### src/rtl/picorv_pkg.sv
// Shared definitions for the PicoRV control core: instruction field positions,
// halfword/word sizes and the compressed-instruction length test.
package picorv_pkg;
  localparam int HALF_W     = 16;
  localparam int WORD_W     = 32;
  localparam int NUM_REGS   = 32;
  localparam int REG_ADDR_W = 5;
  localparam int RD_LSB     = 7;
  localparam int RS1_LSB    = 15;
  localparam int RS2_LSB    = 20;
  localparam int RS3_LSB    = 27;

  // Low two bits of the first halfword equal to 2'b11 mark a 32-bit instruction.
  function automatic logic is_long(input logic [HALF_W-1:0] prefix);
    return prefix[1:0] == 2'b11;
  endfunction
endpackage

### src/rtl/picorv_regfile.sv
// 32-entry register file with combinational read ports, one write port,
// hardwired x0 and a per-register pending (async writeback) scoreboard.
module picorv_regfile
  import picorv_pkg::*;
#(
  parameter int XLEN   = 32,
  parameter int RPORTS = 3
) (
  input  logic                clock,
  input  logic                reset,
  input  logic                wr_en,
  input  logic [4:0]          wr_addr,
  input  logic [XLEN-1:0]     wr_data,
  input  logic                set_en,
  input  logic [4:0]          set_addr,
  input  logic                clr_en,
  input  logic [4:0]          clr_addr,
  input  logic [4:0]          rs1_addr,
  input  logic [4:0]          rs2_addr,
  input  logic [4:0]          rs3_addr,
  output logic [XLEN-1:0]     rs1_data,
  output logic [XLEN-1:0]     rs2_data,
  output logic [XLEN-1:0]     rs3_data,
  output logic [NUM_REGS-1:0] pending
);

  logic [XLEN-1:0] regs [0:NUM_REGS-1];

  always_ff @(posedge clock) begin
    if (wr_en && wr_addr != 5'd0) regs[wr_addr] <= wr_data;
  end

  // Clear before set so a register re-marked in the same cycle stays pending.
  always_ff @(posedge clock) begin
    if (reset) begin
      pending <= '0;
    end else begin
      if (clr_en) pending[clr_addr] <= 1'b0;
      if (set_en && set_addr != 5'd0) pending[set_addr] <= 1'b1;
    end
  end

  assign rs1_data = (rs1_addr == 5'd0) ? '0 : regs[rs1_addr];
  assign rs2_data = (rs2_addr == 5'd0) ? '0 : regs[rs2_addr];

  generate
    if (RPORTS >= 3) begin : g_rs3
      assign rs3_data = (rs3_addr == 5'd0) ? '0 : regs[rs3_addr];
    end else begin : g_no_rs3
      assign rs3_data = '0;
    end
  endgenerate

endmodule

### src/rtl/picorv_ctrl.sv
// PicoRV control core: word fetch into a 3-halfword buffer, decode/PCPI
// dispatch stage, PC tracking, branch redirect and async writeback arbitration.
module picorv_ctrl
  import picorv_pkg::*;
#(
  parameter int XLEN   = 32,
  parameter int ILEN   = 32,
  parameter int IALIGN = 16,
  parameter int RPORTS = 3
) (
  input  logic            clock,
  input  logic            reset,
  input  logic [XLEN-1:0] rvec,
  output logic            mem_valid,
  input  logic            mem_ready,
  output logic [XLEN-1:0] mem_addr,
  input  logic [31:0]     mem_rdata,
  output logic            decode_valid,
  output logic [ILEN-1:0] decode_insn,
  output logic [15:0]     decode_prefix,
  output logic            pcpi_valid,
  output logic [ILEN-1:0] pcpi_insn,
  output logic [15:0]     pcpi_prefix,
  output logic [XLEN-1:0] pcpi_pc,
  output logic            pcpi_rs1_valid,
  output logic [XLEN-1:0] pcpi_rs1_data,
  output logic            pcpi_rs2_valid,
  output logic [XLEN-1:0] pcpi_rs2_data,
  output logic            pcpi_rs3_valid,
  output logic [XLEN-1:0] pcpi_rs3_data,
  input  logic            pcpi_ready,
  output logic            pcpi_wb_valid,
  input  logic            pcpi_wb_write,
  input  logic            pcpi_wb_async,
  input  logic [XLEN-1:0] pcpi_wb_data,
  input  logic            pcpi_br_enable,
  input  logic [XLEN-1:0] pcpi_br_nextpc,
  input  logic            awb_valid,
  output logic            awb_ready,
  input  logic [4:0]      awb_addr,
  input  logic [XLEN-1:0] awb_data
);

  logic [XLEN-1:0] fetch_pc, fetch_pc_n, dec_pc;
  logic            discard;
  logic [47:0]     buf_vec, buf_vec_n, rem_vec;
  logic [1:0]      buf_cnt, buf_cnt_n, rem_cnt, pop_n, push_n;
  logic [31:0]     push_word;
  logic [15:0]     hw0, hw1;
  logic            head_long, head_full, retire, branch, mem_done, accept, issue;

  logic            vld_p1;
  logic [ILEN-1:0] insn_p1;
  logic [15:0]     prefix_p1;
  logic [XLEN-1:0] pc_p1;

  logic [4:0]          rd, rs1, rs2, rs3;
  logic [NUM_REGS-1:0] pending;
  logic                pcpi_wr, awb_fire;

  assign hw0       = buf_vec[15:0];
  assign hw1       = buf_vec[31:16];
  assign head_long = (IALIGN == 32) || is_long(hw0);
  assign head_full = (buf_cnt != 2'd0) && (!head_long || buf_cnt >= 2'd2);

  assign retire   = vld_p1 && pcpi_ready;
  assign branch   = retire && pcpi_br_enable;
  assign mem_done = mem_valid && mem_ready;
  assign accept   = mem_done && !discard && !branch;

  assign decode_valid  = head_full && (!vld_p1 || (pcpi_ready && !pcpi_br_enable));
  assign decode_insn   = ILEN'(head_long ? {hw1, hw0} : {16'h0000, hw0});
  assign decode_prefix = hw0;

  // Buffer update: drop the decoded halfwords, then append the fetched ones.
  always_comb begin
    pop_n = decode_valid ? (head_long ? 2'd2 : 2'd1) : 2'd0;
    case (pop_n)
      2'd1:    rem_vec = {16'h0000, buf_vec[47:16]};
      2'd2:    rem_vec = {32'h0000_0000, buf_vec[47:32]};
      default: rem_vec = buf_vec;
    endcase
    rem_cnt   = buf_cnt - pop_n;
    push_n    = 2'd0;
    push_word = 32'h0000_0000;
    if (accept) begin
      if (fetch_pc[1]) begin
        push_n    = 2'd1;
        push_word = {16'h0000, mem_rdata[31:16]};
      end else begin
        push_n    = 2'd2;
        push_word = mem_rdata;
      end
    end
    case (rem_cnt)
      2'd0:    buf_vec_n = {16'h0000, push_word};
      2'd1:    buf_vec_n = {push_word, rem_vec[15:0]};
      2'd2:    buf_vec_n = {push_word[15:0], rem_vec[31:0]};
      default: buf_vec_n = rem_vec;
    endcase
    buf_cnt_n = branch ? 2'd0 : rem_cnt + push_n;
  end

  always_comb begin
    fetch_pc_n = fetch_pc;
    if (branch)      fetch_pc_n = pcpi_br_nextpc;
    else if (accept) fetch_pc_n = {fetch_pc[XLEN-1:2], 2'b00} + XLEN'(4);
    issue = (!mem_valid || mem_ready) && (buf_cnt_n <= 2'd1);
  end

  // Fetch / buffer / decode-PC control state
  always_ff @(posedge clock) begin
    if (reset) begin
      mem_valid <= 1'b0;
      discard   <= 1'b0;
      buf_cnt   <= 2'd0;
      fetch_pc  <= rvec;
      dec_pc    <= rvec;
      vld_p1    <= 1'b0;
    end else begin
      mem_valid <= (mem_valid && !mem_ready) || issue;
      if (mem_done)                discard <= 1'b0;
      else if (branch && mem_valid) discard <= 1'b1;
      buf_cnt  <= buf_cnt_n;
      fetch_pc <= fetch_pc_n;
      if (branch)            dec_pc <= pcpi_br_nextpc;
      else if (decode_valid) dec_pc <= dec_pc + (head_long ? XLEN'(4) : XLEN'(2));
      if (decode_valid) vld_p1 <= 1'b1;
      else if (retire)  vld_p1 <= 1'b0;
    end
  end

  always_ff @(posedge clock) begin
    buf_vec <= buf_vec_n;
    if (issue) mem_addr <= {fetch_pc_n[XLEN-1:2], 2'b00};
  end

  // PCPI stage (p1): loaded from decode, held while the unit is busy
  always_ff @(posedge clock) begin
    if (decode_valid) begin
      insn_p1   <= decode_insn;
      prefix_p1 <= hw0;
      pc_p1     <= dec_pc;
    end
  end

  assign pcpi_valid  = vld_p1;
  assign pcpi_insn   = insn_p1;
  assign pcpi_prefix = prefix_p1;
  assign pcpi_pc     = pc_p1;

  assign rd  = insn_p1[RD_LSB  +: REG_ADDR_W];
  assign rs1 = insn_p1[RS1_LSB +: REG_ADDR_W];
  assign rs2 = insn_p1[RS2_LSB +: REG_ADDR_W];
  assign rs3 = insn_p1[RS3_LSB +: REG_ADDR_W];

  // The unit's writeback owns the single write port; awb waits for a free cycle.
  assign pcpi_wr   = retire && pcpi_wb_write;
  assign awb_ready = !pcpi_wr;
  assign awb_fire  = awb_valid && awb_ready;

  picorv_regfile #(
    .XLEN   (XLEN),
    .RPORTS (RPORTS)
  ) u_regfile (
    .clock    (clock),
    .reset    (reset),
    .wr_en    (pcpi_wr || awb_fire),
    .wr_addr  (pcpi_wr ? rd : awb_addr),
    .wr_data  (pcpi_wr ? pcpi_wb_data : awb_data),
    .set_en   (retire && pcpi_wb_async),
    .set_addr (rd),
    .clr_en   (awb_fire),
    .clr_addr (awb_addr),
    .rs1_addr (rs1),
    .rs2_addr (rs2),
    .rs3_addr (rs3),
    .rs1_data (pcpi_rs1_data),
    .rs2_data (pcpi_rs2_data),
    .rs3_data (pcpi_rs3_data),
    .pending  (pending)
  );

  assign pcpi_rs1_valid = !pending[rs1];
  assign pcpi_rs2_valid = !pending[rs2];
  assign pcpi_rs3_valid = (RPORTS >= 3) ? !pending[rs3] : 1'b0;
  assign pcpi_wb_valid  = vld_p1 && !pending[rd];

endmodule

### config.mk
export PLATFORM = sky130hd
export DESIGN_NAME = picorv_ctrl
export DESIGN_NICKNAME = d
export VERILOG_FILES = /design/src/rtl/picorv_pkg.sv /design/src/rtl/picorv_regfile.sv /design/src/rtl/picorv_ctrl.sv
export SDC_FILE = /design/constraint.sdc
export NUM_CORES = 2
export LEC_CHECK = 0
export BUFFER_PORTS_ARGS = -buffer_cell sky130_fd_sc_hd__buf_2
export CAP_MARGIN = 20
export CELL_PAD_IN_SITES_DETAIL_PLACEMENT = 0
export CELL_PAD_IN_SITES_GLOBAL_PLACEMENT = 1
export CORE_ASPECT_RATIO = 0.6
export CORE_MARGIN = 10
export CORE_UTILIZATION = 35
export DETAILED_ROUTE_END_ITERATION = 10
export GPL_TIMING_DRIVEN = 0
export PLACE_DENSITY_LB_ADDON = 0.2
export SLEW_MARGIN = 0
export SYNTH_ARGS = -nofsm -noshare
export SYNTH_HDL_FRONTEND = slang
export SYNTH_HIERARCHICAL = 1
export SYNTH_SLANG_ARGS = --single-unit
### constraint.sdc
create_clock -name clock -period 6.7 [get_ports clock]
set_clock_uncertainty 0.05 [all_clocks]
set_input_delay 0.67 -clock clock [delete_from_list [all_inputs] [get_ports clock]]
set_output_delay 0.67 -clock clock [all_outputs]
set_load 0.03 [all_outputs]
======== Word-level counts from Yosys, hierarchy flattened ========
Memories as Yosys holds them, arrays and structs flattened. A register that Yosys moved wholly into a read port is not among the register bits.
Index checks and enable logic that the tools add are counted.
storage, ports and cells
  bits in writable memories ............... 1024
  output and inout bits ................... 264
  flip-flop bits (word level) ............. 259
  memories ................................ 1
  input bits .............................. 173
memories
  name            depth  bits a word  rd ports  clocked after Yosys merged registers in  wr ports  line                  text
  u_regfile.regs  32     32           3         3                                        1         picorv_regfile.sv:27  logic [XLEN-1:0] regs [0:NUM_REGS-1];
cells by class
  muxes and demuxes ....................... 44
  reductions and logical operators ........ 48
  $add $sub $neg .......................... 4
  bitwise operators ....................... 3
  equality and inequality tests ........... 5
  order comparisons ....................... 9
operators with widths
  cell                                                               count
  2-to-1 mux 32 bit                                                  16
  one-hot mux 48 bit (3 select lines)                                1
  one-hot mux 48 bit (2 select lines)                                1
  adder 32 x 3 -> 32 bit                                             1
  adder 32 x 3 -> 32 bit, second input constant                      1
  AND 32 bit                                                         1
  inverter 32 bit                                                    1
  OR 32 bit                                                          1
  less-than comparator 5 x 6 -> 1 bit, second input constant         5
  binary-select mux 1 bit (select 5 bit)                             4
  2-to-1 mux 5 bit                                                   4
  logical AND 1 bit                                                  19
  zero test 5 bit                                                    3
  nonzero test 5 bit                                                 3
  zero test 1 bit                                                    12
  demux 1 bit (select 5 bit)                                         2
  greater-or-equal comparator 5 x 1 -> 1 bit, second input constant  2
  2-to-1 mux 1 bit                                                   10
  2-to-1 mux 2 bit                                                   5
  == test 2 bit, second input constant                               3
  nonzero test 3 bit                                                 2
  logical OR 1 bit                                                   5
  == test 2 x 1 -> 1 bit, second input constant                      2
  nonzero test 2 bit                                                 2
  7 further kinds                                                    7

======== Depth between registers and ports, before layout ========
  depth after elaboration ................. 12
  depth in mapped cells ................... 14

======== Cells and area by module ========
Netlist, hierarchy kept.
modules (own cells, without submodules)
  module          times used  area an instance (µm²)  sequential area each (µm²)  cells an instance
  picorv_regfile  1           57338.7                 31390.1                     3223
  picorv_ctrl     1           11890.2                 5635.4                      1168

======== Worst setup path before layout ========
Ideal clock, no wire load.
  path type ............................... input-to-reg
  from .................................... in pcpi_br_enable
  to ...................................... reg mem_addr[10], enable pin
  arrival time ............................ 4.335 ns
  stages .................................. 13
  data required time ...................... 6.223 ns
  path slack .............................. 1.888 ns
  buffers on the path ..................... 4
  path through ............................ nand2b_1 > o2bb2ai_2 > buf_2 > buf_2 > nor2_1 > ha_1 > buf_2 > clkinv_1 > clkbuf_1 > ha_1 > xnor2_1 > xnor2_1 > a21oi_1
between the ends
  word-level cells in the longest chain between the ends .. 10
ends and longest elaborated chain
  what                                         line                text
  start: declaration                           picorv_ctrl.sv:36   input logic pcpi_br_enable,
  zero test 1 bit                              picorv_ctrl.sv:71   assign decode_valid = head_full && (!vld_p1 || (pcpi_ready && !pcpi_br_enable));
  logical AND 1 bit                            picorv_ctrl.sv:71
  logical OR 1 bit                             picorv_ctrl.sv:71
  logical AND 1 bit                            picorv_ctrl.sv:71
  2-to-1 mux 2 bit                             picorv_ctrl.sv:77   pop_n = decode_valid ? (head_long ? 2'd2 : 2'd1) : 2'd0;
  subtractor 2 bit                             picorv_ctrl.sv:83   rem_cnt = buf_cnt - pop_n;
  adder 2 bit                                  picorv_ctrl.sv:101  buf_cnt_n = branch ? 2'd0 : rem_cnt + push_n;
  2-to-1 mux 2 bit (*)                         picorv_ctrl.sv:101
  less-or-equal comparator 2 x 1 -> 1 bit (*)  picorv_ctrl.sv:108  issue = (!mem_valid || mem_ready) && (buf_cnt_n <= 2'd1);
  logical AND 1 bit (*)                        picorv_ctrl.sv:108
  named net issue                              picorv_ctrl.sv:50   logic head_long, head_full, retire, branch, mem_done, accept, issue;
  end signal: assignment                       picorv_ctrl.sv:135  if (issue) mem_addr <= {fetch_pc_n[XLEN-1:2], 2'b00};
  end: declaration                             picorv_ctrl.sv:16   output logic [XLEN-1:0] mem_addr,
The timed path passes the listed nets; every way through them passes the cells marked *.
A chain may end at the register's enable or synchronous reset.

======== Worst setup path after layout ========
  from .................................... reg insn_p1[23] (netlist: pcpi_insn[23])
  to ...................................... out pcpi_rs2_data[2]
between the ends
  word-level cells in the longest chain between the ends .. 2
ends and longest elaborated chain
  what                      line                  text
  start: declaration        picorv_ctrl.sv:53     logic [ILEN-1:0] insn_p1;
  start signal: assignment  picorv_ctrl.sv:141    insn_p1 <= decode_insn;
  zero test 5 bit           picorv_regfile.sv:44  assign rs2_data = (rs2_addr == 5'd0) ? '0 : regs[rs2_addr];
  2-to-1 mux 32 bit         picorv_regfile.sv:44
  end: declaration          picorv_ctrl.sv:28     output logic [XLEN-1:0] pcpi_rs2_data,
No other way between the ends.

==> flow_summary.yaml <==
route:
  num_vias: 52905
  wl_per_cell_um: 42.9
  final_antenna_net_count: 0
  drc: 0
  viasPerCell: 6.76
  dr.first_iter.drc_count: 9124
  drt_first_pass_iters: 6
  wl_um: 335000
critical_path:
  cp.arrival_ns: 5.41
  crit_fanout: 10
  critPathCaptureType: "primary output"
  reg2reg_to: "mem_addr[28]"
  r2r_slack_ns: 1.18
  cp-start-kind: "register"
  endpoint: "pcpi_rs2_data[2]"
  critPathLaunch: "pcpi_insn[23]"
  r2r_cells: 15
  r2r-start: "buf_vec[0]"
  required_ns: 5.98
  worstSetupPathType: "reg2out"
global_routing:
  grt_pass1_vias: 49827
  grt_pass1_wl_um: 445000
  grt_start_max_net_pins: 35
  track_usage: 0.297
  grt.overflow.total: 0
  antenna_found_initial: 17
yosys:
  seq_area_frac_synth: 0.535
  synthArstFlopShare: 0
  synth_cell_types: 73
  yosysTopAreaCellShare: 0.506
  ys_seq_elements: 1266
  yosysWarnings: 6
  synth_area_mm2: 0.0692
  yosys.area.top_type: "edfxtp_1"
  synth_common_cells: "edfxtp_1, mux4_2, nand2_1"
  yosys.cell_count.top_type: "edfxtp_1"
  synthCells: 4391
  ys_top_cells_by_area: "edfxtp_1, mux4_2, mux2i_1"
  synth_flop_cell: "edfxtp_1"
  syn_avg_cell_area_um2: 15.8
  synth-edff-count: 1167
die:
  num_rows: 126
  die_w_um: 594
  floorplan.initialDensity: 0.352
  die_h_um: 364
  io_pins: 437
  dieArea_mm2: 0.217
  core_mm2: 0.197
power:
  ir_drop_v: 0.000270
  p_leak_nw: 26.7
  total_power_mw: 38.6
  powerDensity_mw_per_mm2: 475
place:
  dp_hpwl_um: 244000
  numPortBuffers: 434
  routabilityCongestion: 0.963
  place_inst: 7561
clock_tree:
  clkLatencyLatePin_ns: 0.83
  cts_made_buffers: 146
  cts_buffer_depth: 4
  cts_hold_buf: 1
  cts_tree: "done"
  clkTransAtPathRegs_ns: 0.06
  htreeDepth: 4
  cts.sinks: 1266
  cts_resized: 0
  post_cts_buffers: 0
  cts-root-buf: "clkbuf_16"
timing:
  rsz0062_at_grt: "no"
  max_freq_mhz: 163
  relSlewSlack: 0.143
  slew_viol_final: 0
  finalSetupViolations: 0
  worstMarginPinSlew_ns: 1.29
  fin_crit_sh: 0.915
  finalCriticalPeriod_ns: 6.13
  finalHoldViolCount: 0
finish:
  nets: 5273
  area_delta_synth_final_pct: 17.4
  multi_input_area_mm2: 0.0298
  seq_area_mm2: 0.0370
  drive_gt1_frac: 0.373
  stdcell_count: 7823
  fill_cells: 17877
run_status:
  outcome: "complete, no violations"
worst_hold_path:
  min_path_type: "in2reg"
job:
  maxCapViolations: 0
==> worst max-delay path, cell delays in order (launching register included) <==
cell	delay (ns)
edfxtp_1	0.67
clkbuf_1	0.76
nor2b_1	0.21
clkbuf_1	0.85
buf_2	0.62
a22oi_1	0.32
a311oi_1	0.83
buf_2	0.34
==> routing by layer <==
layer	wire length, um	track usage	vias up	part of all wire
met3	51300	0.126	645	0.15
met2	133000	0.400	4585	0.40
met4	12400	0.0961	22	0.037
met1	138000	0.427	27896	0.41
li1	-	-	19757	-
met5	232	0.00566	-	0.00069
==> power breakdown <==
part / switching (mW) / total [mW] / internal (mW) / leakage (nW)
Sequential: 0.559 / 10.1 / 9.53 / 11.5
Combinational: 14.0 / 20.5 / 6.57 / 13.1
Clock: 3.45 / 7.94 / 4.49 / 2.16
==> final cells by class <==
type                    count  share of cell area
inverters                  16            0.000739
plain buffers             441              0.0337
diodes                      4            0.000123
well taps                2624              0.0404
clock buffers             188              0.0477
clock inverters            61             0.00700
repair buffers            523              0.0483
flip-flops and latches   1266               0.456
multi-input cells        2700               0.367
==> through the flow <==
step	hold slack [ns]	cell area, um2	TNS [ns]	utilization	setup WS (ns)
floorplan	0.350	69300	0	-	1.89
global placement	0.355	74800	-1366.35	0.381	-2.37
detailed placement	0.366	76700	0	0.390	1.34
CTS	0.00226	81200	0	0.413	0.755
global route	0.0320	81300	0	0.413	0.680
finish	0.0449	81300	0	0.413	0.568
==> registers in the layout (all words and copies together), names as in the netlist <==
signal	flops
mem_valid	1
buf_vec	48
buf_cnt	2
u_regfile/pending	32
pcpi_valid	1
pcpi_insn	32
u_regfile/regs	1024
discard	1
pcpi_pc	32
mem_addr	30
dec_pc	32
fetch_pc	31
==> cells by family after synthesis <==
kind of cell	count (synthesis)	share of synthesized area
flops	1266	0.535
xor+xnor	57	0.00721
fa+ha+maj	6	0.00119
simple gates	692	0.0511
buf+inv	457	0.0403
compound gates	842	0.0807
other cells	2	0.000108
mux	1069	0.285
==> placed cells by master (no fill, tap or decap), types with 15 or more instances in the layout <==
cell	n
and3_1	27
clkbuf_1	156
xnor2_1	19
clkinv_1	27
buf_4	117
nand3_1	87
edfxtp_1	1167
nor2b_1	105
buf_1	15
dfxtp_1	99
a311oi_1	96
clkinv_2	17
nand4_1	40
buf_16	20
conb_1	34
xor2_1	38
mux2i_1	212
o2111ai_1	25
nor2_1	89
a22oi_1	99
buf_12	44
clkbuf_16	149
a21oi_1	145
mux4_2	697
mux2_2	155
buf_2	561
buf_8	23
a31oi_1	20
a221oi_1	72
o21ai_1	142
a211oi_1	98
buf_6	58
nand2_1	220
o21ai_0	109
nor2_4	31
==> how the worst min path moves through the flow <==
stage	startpoint	end	depth (start not counted)
global route	rvec[2]	fetch_pc[2]	2
finish	rvec[2]	fetch_pc[2]	2
global placement	dec_pc[0]	pcpi_pc[0]	0
floorplan	dec_pc[0]	pcpi_pc[0]	0
detailed placement	dec_pc[0]	pcpi_pc[0]	0
CTS	rvec[2]	fetch_pc[2]	2
Power figures use the tool's default switching activity.
